### config.mk
export PLATFORM = sky130hd
export DESIGN_NAME = alu_fsm_flat
export DESIGN_NICKNAME = d
export VERILOG_FILES = /design/src/rtl/alu_fsm_if.sv /design/src/rtl/alu_fsm.sv /design/src/flat_wrapper.sv
export SDC_FILE = /design/constraint.sdc
export NUM_CORES = 1
export LEC_CHECK = 0
export ABC_AREA = 1
export CAP_MARGIN = 20
export CORE_AREA = 2 2 39 41
export DETAILED_ROUTE_END_ITERATION = 7
export DIE_AREA = 0 0 41 43
export MAX_ROUTING_LAYER = met4
export PLACE_DENSITY = 0.49
export SYNTH_ARGS = -nofsm -noshare
export SYNTH_HDL_FRONTEND = slang
export SYNTH_SLANG_ARGS = --single-unit
### constraint.sdc
create_clock -name clka -period 0.8 [get_ports clka]
set_input_delay 0.12 -clock clka [delete_from_list [all_inputs] [get_ports clka]]
set_output_delay 0.12 -clock clka [all_outputs]
set_load 0.02 [all_outputs]
### src/rtl/alu_fsm_if.sv
// Decoder/ALU/PC-mux signal bundle for the NZP condition-code tracker.
// The clock and reset stay as plain ports on the block.
interface alu_fsm_if #(
    parameter int STATE_W = 3
);
    logic               n_dec_in;
    logic               z_dec_in;
    logic               p_dec_in;
    logic               n_alu_in;
    logic               z_alu_in;
    logic               p_alu_in;
    logic               we_reg_in;
    logic               br_in;
    logic               pc_ctl_0_out;
    logic [STATE_W-1:0] state_out;

    modport master (
        output n_dec_in, z_dec_in, p_dec_in,
        output n_alu_in, z_alu_in, p_alu_in,
        output we_reg_in, br_in,
        input  pc_ctl_0_out, state_out
    );

    modport slave (
        input  n_dec_in, z_dec_in, p_dec_in,
        input  n_alu_in, z_alu_in, p_alu_in,
        input  we_reg_in, br_in,
        output pc_ctl_0_out, state_out
    );
endinterface

### src/rtl/alu_fsm.sv
// NZP condition-code tracker and branch resolver feeding PC-mux select bit 0.
// Optional define ALU_FSM_FWD_EN: branch compare sees the code being written this cycle.
module alu_fsm #(
    parameter int STATE_W = 3
) (
    input  logic      clka,
    input  logic      reset_in,
    alu_fsm_if.slave  bus
);
    typedef enum logic [STATE_W-1:0] {
        ST_IDLE = 3'b000,
        ST_N    = 3'b100,
        ST_Z    = 3'b010,
        ST_P    = 3'b001
    } state_t;

    state_t r_state;
    state_t w_next;
    state_t w_cmp;

    // NOTE: combinational blocks assign a default first so no path leaves a latch.
    always_comb begin
        w_next = r_state;
        if (bus.we_reg_in) begin
            if (bus.n_alu_in)      w_next = ST_N;
            else if (bus.z_alu_in) w_next = ST_Z;
            else if (bus.p_alu_in) w_next = ST_P;
        end
    end

    // NOTE: state registers use non-blocking assignments so all flops update together.
    always_ff @(posedge clka) begin
        if (reset_in) r_state <= ST_IDLE;
        else          r_state <= w_next;
    end

`ifdef ALU_FSM_FWD_EN
    // A write and a branch test in the same cycle resolve on the new flags.
    assign w_cmp = bus.we_reg_in ? w_next : r_state;
`else
    assign w_cmp = r_state;
`endif

    assign bus.pc_ctl_0_out = bus.br_in & ((bus.n_dec_in & (w_cmp == ST_N)) |
                                           (bus.z_dec_in & (w_cmp == ST_Z)) |
                                           (bus.p_dec_in & (w_cmp == ST_P)));
    assign bus.state_out    = r_state;
endmodule

### src/flat_wrapper.sv
// flat-port wrapper written by rule: the top's interface ports become plain ports
module alu_fsm_flat 
#(
    parameter int STATE_W = 3
)
  (clka, reset_in, bus_n_dec_in, bus_z_dec_in, bus_p_dec_in, bus_n_alu_in, bus_z_alu_in, bus_p_alu_in, bus_we_reg_in, bus_br_in, bus_pc_ctl_0_out, bus_state_out);
  alu_fsm_if #(.STATE_W(STATE_W)) bus_i ();
  input  logic clka;
  input  logic reset_in;
  input wire logic [$bits(bus_i.n_dec_in)-1:0] bus_n_dec_in;
  input wire logic [$bits(bus_i.z_dec_in)-1:0] bus_z_dec_in;
  input wire logic [$bits(bus_i.p_dec_in)-1:0] bus_p_dec_in;
  input wire logic [$bits(bus_i.n_alu_in)-1:0] bus_n_alu_in;
  input wire logic [$bits(bus_i.z_alu_in)-1:0] bus_z_alu_in;
  input wire logic [$bits(bus_i.p_alu_in)-1:0] bus_p_alu_in;
  input wire logic [$bits(bus_i.we_reg_in)-1:0] bus_we_reg_in;
  input wire logic [$bits(bus_i.br_in)-1:0] bus_br_in;
  output wire logic [$bits(bus_i.pc_ctl_0_out)-1:0] bus_pc_ctl_0_out;
  output wire logic [$bits(bus_i.state_out)-1:0] bus_state_out;
  assign bus_i.n_dec_in = bus_n_dec_in;
  assign bus_i.z_dec_in = bus_z_dec_in;
  assign bus_i.p_dec_in = bus_p_dec_in;
  assign bus_i.n_alu_in = bus_n_alu_in;
  assign bus_i.z_alu_in = bus_z_alu_in;
  assign bus_i.p_alu_in = bus_p_alu_in;
  assign bus_i.we_reg_in = bus_we_reg_in;
  assign bus_i.br_in = bus_br_in;
  assign bus_pc_ctl_0_out = bus_i.pc_ctl_0_out;
  assign bus_state_out = bus_i.state_out;
  alu_fsm #(.STATE_W(STATE_W)) u_core (.clka(clka), .reset_in(reset_in), .bus(bus_i));
endmodule
## Word-level counts from Yosys, hierarchy flattened

Cells that the tools add are included.

| cells by class | value |
|---|---|
| eq/ne operators | 3 |
| mux-type cells | 3 |
| bitwise gates (word level) | 6 |
| reductions and logical operators | 2 |

Operator list:

| cell | number |
|---|---|
| 3-bit 2-to-1 mux | 3 |
| 1-bit bitwise AND | 4 |
| 3-bit by 1-bit == test with 1-bit output (second input constant) | 1 |
| 3-bit by 2-bit == test with 1-bit output (second input constant) | 1 |
| 3-bit == test (second input constant) | 1 |
| 3-bit nonzero test | 1 |
| 1-bit OR | 2 |
| 2-bit AND reduction | 1 |

| word-level totals | value |
|---|---|
| flip-flop bits (word level) | 3 |
| input bits | 10 |
| logic and storage cells | 15 |

## Depth between registers and ports, before layout

| logic depth | value |
|---|---|
| depth after elaboration | 5 |
| mapped depth | 5 |

## Least setup slack after synthesis

Ideal clock, no wire load.

| timing | value |
|---|---|
| path kind | flip-flop to output port |
| from | reg u_core.r_state[1] (netlist: u_core.bus.state_out[1]) |
| to | out bus_pc_ctl_0_out |
| arrival | 1.171 ns |
| slack | -0.491 ns |
| cell stages (with the launch flop) | 5 |
| buffers on the path | 0 |
| cells stage by stage | dfxtp_1 -> nor2_1 -> nor2_1 -> nand2_1 -> a21boi_0 |

| between the ends | value |
|---|---|
| word-level cells in the longest chain between the ends | 5 |
| elaborated cells between the ends (all ways) | 9 |
| classes of those cells | 3 x eq/ne; 6 x bitwise |

Ends and longest elaborated chain:

| item | RTL line | source |
|---|---|---|
| start, declared | alu_fsm.sv:17 | `state_t r_state;` |
| start signal, assigned | alu_fsm.sv:34 | `else r_state <= w_next;` |
| 3-bit == test / 3-bit by 2-bit == test with 1-bit output (equally long branches) | alu_fsm.sv:44, alu_fsm.sv:45 |  |
| 1-bit bitwise AND (on tied branches) | alu_fsm.sv:44, alu_fsm.sv:45 |  |
| 1-bit OR | alu_fsm.sv:44 | `assign bus.pc_ctl_0_out = bus.br_in & ((bus.n_dec_in & (w_cmp == ST_N)) \|` |
| 1-bit OR * | alu_fsm.sv:45 | `(bus.z_dec_in & (w_cmp == ST_Z)) \|` |
| 1-bit bitwise AND * | alu_fsm.sv:44 |  |
| end, declared | flat_wrapper.sv:18 | `output wire logic [$bits(bus_i.pc_ctl_0_out)-1:0] bus_pc_ctl_0_out;` |

Every way passes the cells marked *; elsewhere a longest branch is shown, timed or not.

## Worst setup path after layout

Same ends and word-level chain as after synthesis.

==> flow_summary.toml <==
[clock_tree]
cts_buffer_depth = 2
cts_made_buffers = 3
h-tree-depth = 1
cts_hold_buf = 0
path_clk_slew_ns = 0.04
clk_latency_ns = 0.23
cts_tree = "done"
cts.sinks = 3
clockRootBuffer = "clkbuf_4"

[global_route]
grt_pass1_vias = 237
grt_remaining_overflow = 0
grt_pass1_wl_microns = 910
antenna_found_initial = 0
grt_max_degree = 5
globalRouteTotalUtil = 0.0832

[critical_path]
required_ns = 0.68
crit_path_max_incr_delay_ns = 0.35
cp_max_fo = 3
crit_type = "reg -> out"
path_delay_family = "flip-flops"
crit_path_end_kind = "output pin"
cp.arrival_ns = 1.07
critPathLaunch = "u_core.bus.state_out[1]"
reg2reg_slack_ns = -0.15
cpMostUsedCell = "nand2_1"
critical_path.cell_chain = "inv_2 -> nand2_1 -> nand2_1 -> nand2_2 -> a21boi_4 -> buf_6"
startpoint_type = "register"
path_buf_inv = 2
r2r_start = "u_core.bus.state_out[1]"
cp_slowest_cell = "dfxtp_4"

[floorplan]
coreArea_sq_um = 1380
dieArea_sq_um = 1760
rows = 14
dieWidth_microns = 41
chipHeight_microns = 43
initial_core_util = 0.118
io_pins = 14

[place]
place_area_sq_um = 358
io_buffers = 13
gp_congestion = 0.748
dp.cells = 57
dp_slack_ns = -0.832
dp_hpwl_microns = 388

[yosys]
synth_fp_nets = 35
synthCells = 25
yosys-top-cells-area = "dfxtp_1, nand2_1, inv_1"
yosysSeqAreaShare = 0.369
synth_area_per_cell_sq_um = 6.51
synth_seq_cells = 3
yosysTopAreaCell = "dfxtp_1"
synth_top_cell_area_share = 0.369
netlist_area_sq_um = 163
synth_cell_types = 12
yosysWarningCount = 0

[pwr]
leakage_nw = 0.203
powerDensity_nw_per_um2 = 1290
peakVddDrop_mv = 0.534
net-switching-power_uw = 163
power.total_uw = 611
comb_power_share = 0.294
p_sw_frac = 0.267
clkPwrFrac = 0.439
p_int_uw = 448
power_frac_seq = 0.268

[sta]
worstMarginPinSlew_ns = 0.187
layout_setup_ws_ns = -0.393
setup_viol_count_final = 7
fmaxAchievable_mhz = 838
fin_crit_ns = 1.19
slew_headroom = 0.875
rsz0062_at_grt = "true"
skew_ns = 0
finalCritPeriodShare = 1.49
drv_slew = 0
finalHoldViolCount = 0

[detailed_routing]
drcViolationCount = 0
wirelength_microns = 644
drt-wirelength-per-cell_microns = 9.91
drtAntennaViolNets = 0
vias = 267
dr.pass1.iters = 4
viasPerCell = 4.11
drt_iter0_drc = 5

[final_layout]
syn_to_final_growth_pct = 192
diodes = 0
largest_reg_flops = 3
instances_no_fill = 65
fin_area_sq_um = 474
final_nets = 60
drive_gt1_frac = 0.571

[min_path]
hold_path_class = "in -> reg"
hold_path.startpoint = "bus_we_reg_in"

[status]
violations = "negative setup slack"
status = "complete, but fails checks"

[flow_run]
max_cap_viol_count = 0
[worst reg2reg max path: stages (launching register included)]
cell	delay (ns)
dfxtp_4	0.35
buf_4	0.13
buf_6	0.10
buf_6	0.11
nand4_1	0.08
a21oi_1	0.07
[power by group through the flow]
stage                     registers (mW)  logic [mW]  clock network [mW]
after floorplan                    0.173      0.0421                   0
after global placement             0.163       0.135                   0
after detailed placement           0.164       0.134                   0
after CTS                          0.165       0.154               0.284
after global routing               0.164       0.192               0.298
final                              0.163       0.179               0.268
[stage by stage]
step / hold slack, ns / utilization / setup TNS, ns
3_5_place_dp: 0.589 / 0.259 / -2.73
3_3_place_gp: 0.582 / 0.259 / -2.70
6_report: 0.388 / 0.343 / -1.42
4_1_cts: 0.380 / 0.308 / -0.987
2_1_floorplan: 0.179 / - / -0.120
5_1_grt: 0.399 / 0.343 / -1.65
[kinds of logic (layout without fill, tap and decap cells)]
group                  count (synthesis)  count (layout)  share of synthesized area
flip-flops                             3               3                      0.369
AO/OA/AOI/OAI                          4               4                      0.162
AND/OR/NAND/NOR                       14              14                      0.377
buffers and inverters                  4              28                     0.0923
[cell type report]
class                      instances  area [sq um]
clock buffer                       4          26.3
fill                             166           910
inverter                           4          15.0
multi-input combinational         18           136
sequential                         3          71.3
tap                               16          20.0
timing repair buffer              20           205
[synth_stat cells]
library cell and n:
nand2_2 1, nand4_1 1, inv_1 4, a211oi_1 1, a21boi_0 1, dfxtp_1 3, a21oi_1 1, a31oi_1 1
nand3_1 1, nor2_1 3, nand2_1 7, or2_0 1
[metal layers]
metal	track usage	routed length, microns	up-vias
met5	-	0	-
met4	0.0600	7	0
met3	0.0471	47	2
met2	0.125	360	12
met1	0.0735	229	122
li1	-	-	131
[final timing paths]
kind	endpoint	cells after the start
min reg2reg	u_core.bus.state_out[0]	4
max	bus_pc_ctl_0_out	6
min	u_core.bus.state_out[0]	4
max reg2reg	u_core.bus.state_out[1]	5
[placed cells by master (no fill, tap or decap)]
cell,n
a21oi_1,1
clkdlybuf4s50_1,8
nor2_2,1
nand3_2,1
nor2_1,1
buf_4,2
a31oi_4,1
clkbuf_4,3
a21boi_4,1
inv_1,1
nand2_1,6
clkbuf_1,1
nand2_2,2
a211oi_2,1
nand4_1,1
nor2_4,1
or2_0,1
buf_6,9
dfxtp_4,3
dlygate4sd2_1,1
inv_2,3
[what timing repair did]
action	4_1_cts	5_1_grt
setup endpoints to repair	7	7
setup buffers	1	4
pin swaps	5	6
gates resized for setup	33	9
(Power assumes the default switching activity.)
